## config.mk

```make
export PLATFORM = sky130hd
export DESIGN_NAME = uart_rx
export DESIGN_NICKNAME = d
export VERILOG_FILES = /design/src/rtl/uart_pkg.sv /design/src/rtl/uart_sync.sv /design/src/rtl/uart_rx.sv
export SDC_FILE = /design/constraint.sdc
export NUM_CORES = 1
export LEC_CHECK = 0
export ABC_AREA = 1
export ABC_CLOCK_PERIOD_IN_PS = 2000
export BUFFER_PORTS_ARGS = -buffer_cell sky130_fd_sc_hd__buf_2
export CAP_MARGIN = 20
export CORE_ASPECT_RATIO = 1.1
export CORE_MARGIN = 2
export CORE_UTILIZATION = 35
export DETAILED_ROUTE_END_ITERATION = 12
export SLEW_MARGIN = 20
export SYNTH_ARGS = -nofsm -noshare
export SYNTH_HDL_FRONTEND = slang
export SYNTH_SLANG_ARGS = --single-unit
```

## constraint.sdc

```tcl
create_clock -name clk -period 2 [get_ports clk]
set_input_delay 0.4 -clock clk [delete_from_list [all_inputs] [get_ports clk]]
set_output_delay 0.4 -clock clk [all_outputs]
set_load 0.02 [all_outputs]
```

## src/rtl/uart_pkg.sv

```systemverilog
// Shared UART definitions: FSM state encoding (common with the transmitter)
// and baud-divider derivation helpers.
package uart_pkg;

  typedef enum logic [2:0] {
    ST_IDLE  = 3'd0,
    ST_START = 3'd1,
    ST_DATA  = 3'd2,
    ST_STOP  = 3'd3,
    ST_BREAK = 3'd4
  } uart_state_t;

  localparam int unsigned DEFAULT_CLK_RATE  = 27_000_000;
  localparam int unsigned DEFAULT_BAUD_RATE = 115_200;
  localparam int unsigned DATA_BITS         = 8;

  // Clock cycles per serial bit (integer divide).
  function automatic int unsigned calc_clk_div(input int unsigned clk_rate,
                                               input int unsigned baud_rate);
    return clk_rate / baud_rate;
  endfunction

  // Cycles from the start-bit edge to its centre.
  function automatic int unsigned calc_half(input int unsigned clk_rate,
                                            input int unsigned baud_rate);
    return calc_clk_div(clk_rate, baud_rate) / 2;
  endfunction

  // Counter width able to hold div-1.
  function automatic int unsigned calc_cnt_w(input int unsigned div);
    return (div > 1) ? $clog2(div) : 1;
  endfunction

endpackage

```

## src/rtl/uart_sync.sv

```systemverilog
// Two-flop synchronizer for the asynchronous serial line; resets to the
// idle (high) level so a reset never looks like a start bit.
module uart_sync (
  input  logic clk,
  input  logic rst,
  input  logic d,
  output logic q
);

  logic meta;

  always_ff @(posedge clk) begin
    if (rst) begin
      meta <= 1'b1;
      q    <= 1'b1;
    end else begin
      meta <= d;
      q    <= meta;
    end
  end

endmodule

```

## src/rtl/uart_rx.sv

```systemverilog
// 8N1 UART receiver: centre-sampling FSM, single-entry holding register with
// valid/ready handshake, frame-error and overrun pulses.
module uart_rx
  import uart_pkg::*;
#(
  parameter int unsigned clk_rate  = DEFAULT_CLK_RATE,
  parameter int unsigned baud_rate = DEFAULT_BAUD_RATE
) (
  input  logic       clk,
  input  logic       rst,
  input  logic       rx,
  input  logic       rx_ready,
  output logic [7:0] rx_data,
  output logic       rx_valid,
  output logic       frame_err,
  output logic       overrun
);

  localparam int unsigned CLK_DIV = calc_clk_div(clk_rate, baud_rate);
  localparam int unsigned HALF    = calc_half(clk_rate, baud_rate);
  localparam int unsigned CNT_W   = calc_cnt_w(CLK_DIV);

  localparam logic [CNT_W-1:0] CNT_LAST = CNT_W'(CLK_DIV - 1);
  localparam logic [CNT_W-1:0] CNT_MID  = CNT_W'(HALF - 1);

  logic             rx_s;
  uart_state_t      state;
  logic [CNT_W-1:0] cnt;
  logic [2:0]       bit_idx;
  logic [7:0]       shift;

  uart_sync u_sync (
    .clk (clk),
    .rst (rst),
    .d   (rx),
    .q   (rx_s)
  );

  always_ff @(posedge clk) begin
    if (rst) begin
      state     <= ST_IDLE;
      cnt       <= '0;
      bit_idx   <= 3'd0;
      shift     <= 8'h00;
      rx_data   <= 8'h00;
      rx_valid  <= 1'b0;
      frame_err <= 1'b0;
      overrun   <= 1'b0;
    end else begin
      frame_err <= 1'b0;
      overrun   <= 1'b0;

      // A consumer handshake frees the holding register; a completing frame
      // below may refill it in the same cycle.
      if (rx_valid && rx_ready) begin
        rx_valid <= 1'b0;
      end

      case (state)
        ST_IDLE: begin
          if (!rx_s) begin
            state <= ST_START;
            cnt   <= '0;
          end
        end

        ST_START: begin
          if (cnt == CNT_MID) begin
            cnt <= '0;
            if (!rx_s) begin
              state   <= ST_DATA;
              bit_idx <= 3'd0;
            end else begin
              state <= ST_IDLE;
            end
          end else begin
            cnt <= cnt + CNT_W'(1);
          end
        end

        ST_DATA: begin
          if (cnt == CNT_LAST) begin
            cnt            <= '0;
            shift[bit_idx] <= rx_s;
            if (bit_idx == 3'd7) begin
              state <= ST_STOP;
            end else begin
              bit_idx <= bit_idx + 3'd1;
            end
          end else begin
            cnt <= cnt + CNT_W'(1);
          end
        end

        ST_STOP: begin
          if (cnt == CNT_LAST) begin
            cnt <= '0;
            if (rx_s) begin
              state <= ST_IDLE;
              if (!rx_valid || rx_ready) begin
                rx_data  <= shift;
                rx_valid <= 1'b1;
              end else begin
                overrun <= 1'b1;
              end
            end else begin
              frame_err <= 1'b1;
              state     <= ST_BREAK;
            end
          end else begin
            cnt <= cnt + CNT_W'(1);
          end
        end

        // Line held low past the stop bit: wait for idle before hunting again.
        ST_BREAK: begin
          if (rx_s) begin
            state <= ST_IDLE;
          end
        end

        default: begin
          state <= ST_IDLE;
          cnt   <= '0;
        end
      endcase
    end
  end

endmodule

```

==> impl_metrics.ini <==
[global_routing]
first_global_vias = 1449
grt_use_met3_pct = 5.01
grt_busiest_layer = met2
overflow = 0
antenna_found_initial = 0
grtUsageMet1_pct = 14.0
total_routing_usage_gr_pct = 12.8
grt_first_pass_wirelength_um = 5710
maximum_number_of_pins_on_one_net_before_global_route_repair = 17
use_met2_pct = 22.6

[detailed_routing]
routed-via-count = 1552
drt_iter0_markers = 88
wire_per_inst_um = 9.24
antenna_violating_nets_post_route = 0
drt_drc_violations_left = 0
drt_pre_antenna_iters = 4
drt-total-wl_um = 3210
vias_per_cell = 4.47

[setup_path]
setup_crit_start = cnt[0]
r2r_slack_ns = 0.47
timing.critical_path.fanout_max = 16
worst_ep_arrival_time_ns = 1.72
sort_of_element_at_the_start_of_the_critical_path = flop
worstReg2RegEnd = rx_data[3]
worst-r2r-cell-count = 8
critical_path_class = flop to flop
endpoint_kind = flop
required_ns = 2.19
crit-reg2reg-launch = cnt[0]

[pwr]
p_total_mw = 2.07
vdd_ir_drop_max_v = 0.000500
power.static_leakage_nw = 1.00
power.density_cell_area_nw_per_um2 = 1040

[synthesis]
synth_top_area_share_pct = 39.8
synth_cell_type_count = 26
post_synth_top_cells = nand2_1 (78), nor2_1 (62), inv_1 (36)
async_flop_share_pct = 0
synth.net_count = 280
synth_edf_count = 0
post_synth_main_area_contributors = dfxtp_1 (40%), nand2_1 (17%), nor2_1 (13%)
synthesis.yosys.warnings = 0
synth_ff_type = dfxtp_1
largest_area_contributor_in_the_synthesized_netlist = dfxtp_1
ys_ff_latch = 35
synth.avg_cell_area_sq_um = 6.50
ys_seq_area_share_pct = 39.8
synth.cell_area_sq_um = 1760
yosys.cell_count.top_type = nand2_1
synthesis.instances = 271

[timing]
timing_worst_slew_pin_value_ns = 0.428
sum_neg_setup_slack_ns = 0
final_period_minus_worst_setup_slack_ns = 1.53
hold_violations = 0
maxSlewHeadroom_pct = 71.5
post-route-period-util_pct = 76.7
rsz0062_at_grt = false
max_freq_mhz = 652
final.setup_skew_ns = 0.00770
maxSlewViolCount = 0
hold_slack_ns = 0.290
report.final.setup_viol = 0

[min_path]
hold_worst_path_end = u_sync.meta
timing.hold.worst.class = primary input to flop
holdPathStages = 2
hp-start = rx

[final_layout]
instances_no_fill = 347
filler_cell_count = 542
layout-area-overhead-vs-synth_pct = 13.3
finish.net_count = 297
post_route_cells_drive_above_1_share_pct = 14.2
ant_diodes = 0

[clock_network]
post_cts_resize_count = 0
cts.repair_timing.setup_buffer_count = 0
htreeDepth = 2
worst_setup_hold_path_clk_slew_ns = 0.07
cts-root-buf = clkbuf_8
cts_sinks = 35
cts_max_path_buffers = 2
cts_hold_buffers = 0
clock_latency_at_the_later_pin_of_the_worst_skew_pair_ns = 0.29
cts_tree = yes
cts-buffers-inserted = 5

[placed_design]
place_congestion = 0.842
placed_cells_incl_taps = 339
place_hpwl_um = 2370
portBuffers = 14

[die]
dieHeight_um = 78.4
fp.dieArea_sq_um = 5610
die_w_um = 71.6
num_rows = 27
initial_utilization_pct = 35.7
pin_count = 15
core_region_area_sq_um = 4930

[flow_run]
maxCapViolCount = 0

[run_status]
outcome = complete, no violations
cell usage in the layout (no fill, tap or decap), drive strengths merged:
| cell | Yosys | routed |
|---|---|---|
| nand2 | 84 | 84 |
| nor2 | 67 | 67 |
| inv | 39 | 39 |
| dfxtp | 35 | 35 |
| buf | 4 | 15 |
| nand3 | 10 | 10 |
| nor3 | 5 | 5 |
| nand4 | 5 | 5 |
| ha | 5 | 5 |
| clkbuf | 1 | 5 |
| a21oi | 4 | 4 |
| o21ai | 4 | 4 |
| xor2 | 2 | 2 |
| or2 | 2 | 2 |
| clkinv | 0 | 2 |
| o21bai | 1 | 1 |
| nor3b | 1 | 1 |
| nor4 | 1 | 1 |
| xnor2 | 1 | 1 |
| bufinv | 0 | 1 |
cell families (layout without fill, tap and decap cells):
logic type,count (synthesis),after routing,share of synthesized area [%]
compound gates,9,9,2.91
xor+xnor,3,3,1.49
fa+ha+maj,5,5,3.55
buf+inv,44,62,9.95
flops,35,35,39.8
simple gates,175,175,42.3
power by group:
group | leakage (nW) | switching, mW | internal [mW]
Sequential | 0.284 | 0.0847 | 0.763
Combinational | 0.659 | 0.399 | 0.190
Clock | 0.0581 | 0.267 | 0.371
critical path, stage by stage (launching register included):
cell and delay [ns]:
dfxtp_1 0.42, ha_1 0.17, nand2_1 0.06, nor2_2 0.12
nand2_2 0.11, inv_2 0.13, nand3_4 0.18, nor2_1 0.17
nor2_1 0.06
layout make-up:
| class | instances | area (sq um) | area share, % |
|---|---|---|---|
| flip-flops and latches | 35 | 701 | 35.1 |
| clock inverters | 3 | 43.8 | 2.20 |
| inverters | 39 | 146 | 7.34 |
| multi-input cells | 192 | 885 | 44.4 |
| well taps | 58 | 72.6 | 3.64 |
| clock buffers | 5 | 68.8 | 3.45 |
| repair buffers | 15 | 77.6 | 3.89 |
metrics by stage:
stage	instance area, sq um	setup WS [ns]	util, %
5_1_grt	1990	0.286	40.4
2_1_floorplan	1760	0.633	-
3_3_place_gp	1880	0.510	38.2
4_1_cts	1990	0.458	40.4
3_5_place_dp	1880	0.477	38.2
6_report	1990	0.466	40.4
layer usage:
| layer | wire length, um | vias up |
|---|---|---|
| met5 | 0 | - |
| met4 | 0 | 0 |
| met3 | 158 | 0 |
| met2 | 1570 | 26 |
| met1 | 1480 | 676 |
| li1 | - | 850 |
worst max-delay path by stage:
stage                            end  slack (ns)  cells past startpoint
after global routing      rx_data[3]        0.29                      8
after floorplan           rx_data[0]        0.63                      9
after global placement        cnt[5]        0.51                      8
after CTS                 rx_data[3]        0.46                      8
after detailed placement  rx_data[3]        0.48                      8
final                     rx_data[3]        0.47                      8
sequential cells by signal, indices dropped and copies added, names as in the netlist:
name         cells
u_sync.meta      1
rx_data          8
shift            8
overrun          1
cnt              8
state            3
u_sync.q         1
bit_idx          3
rx_valid         1
frame_err        1
Note: power is estimated with default switching activity, not from simulation.
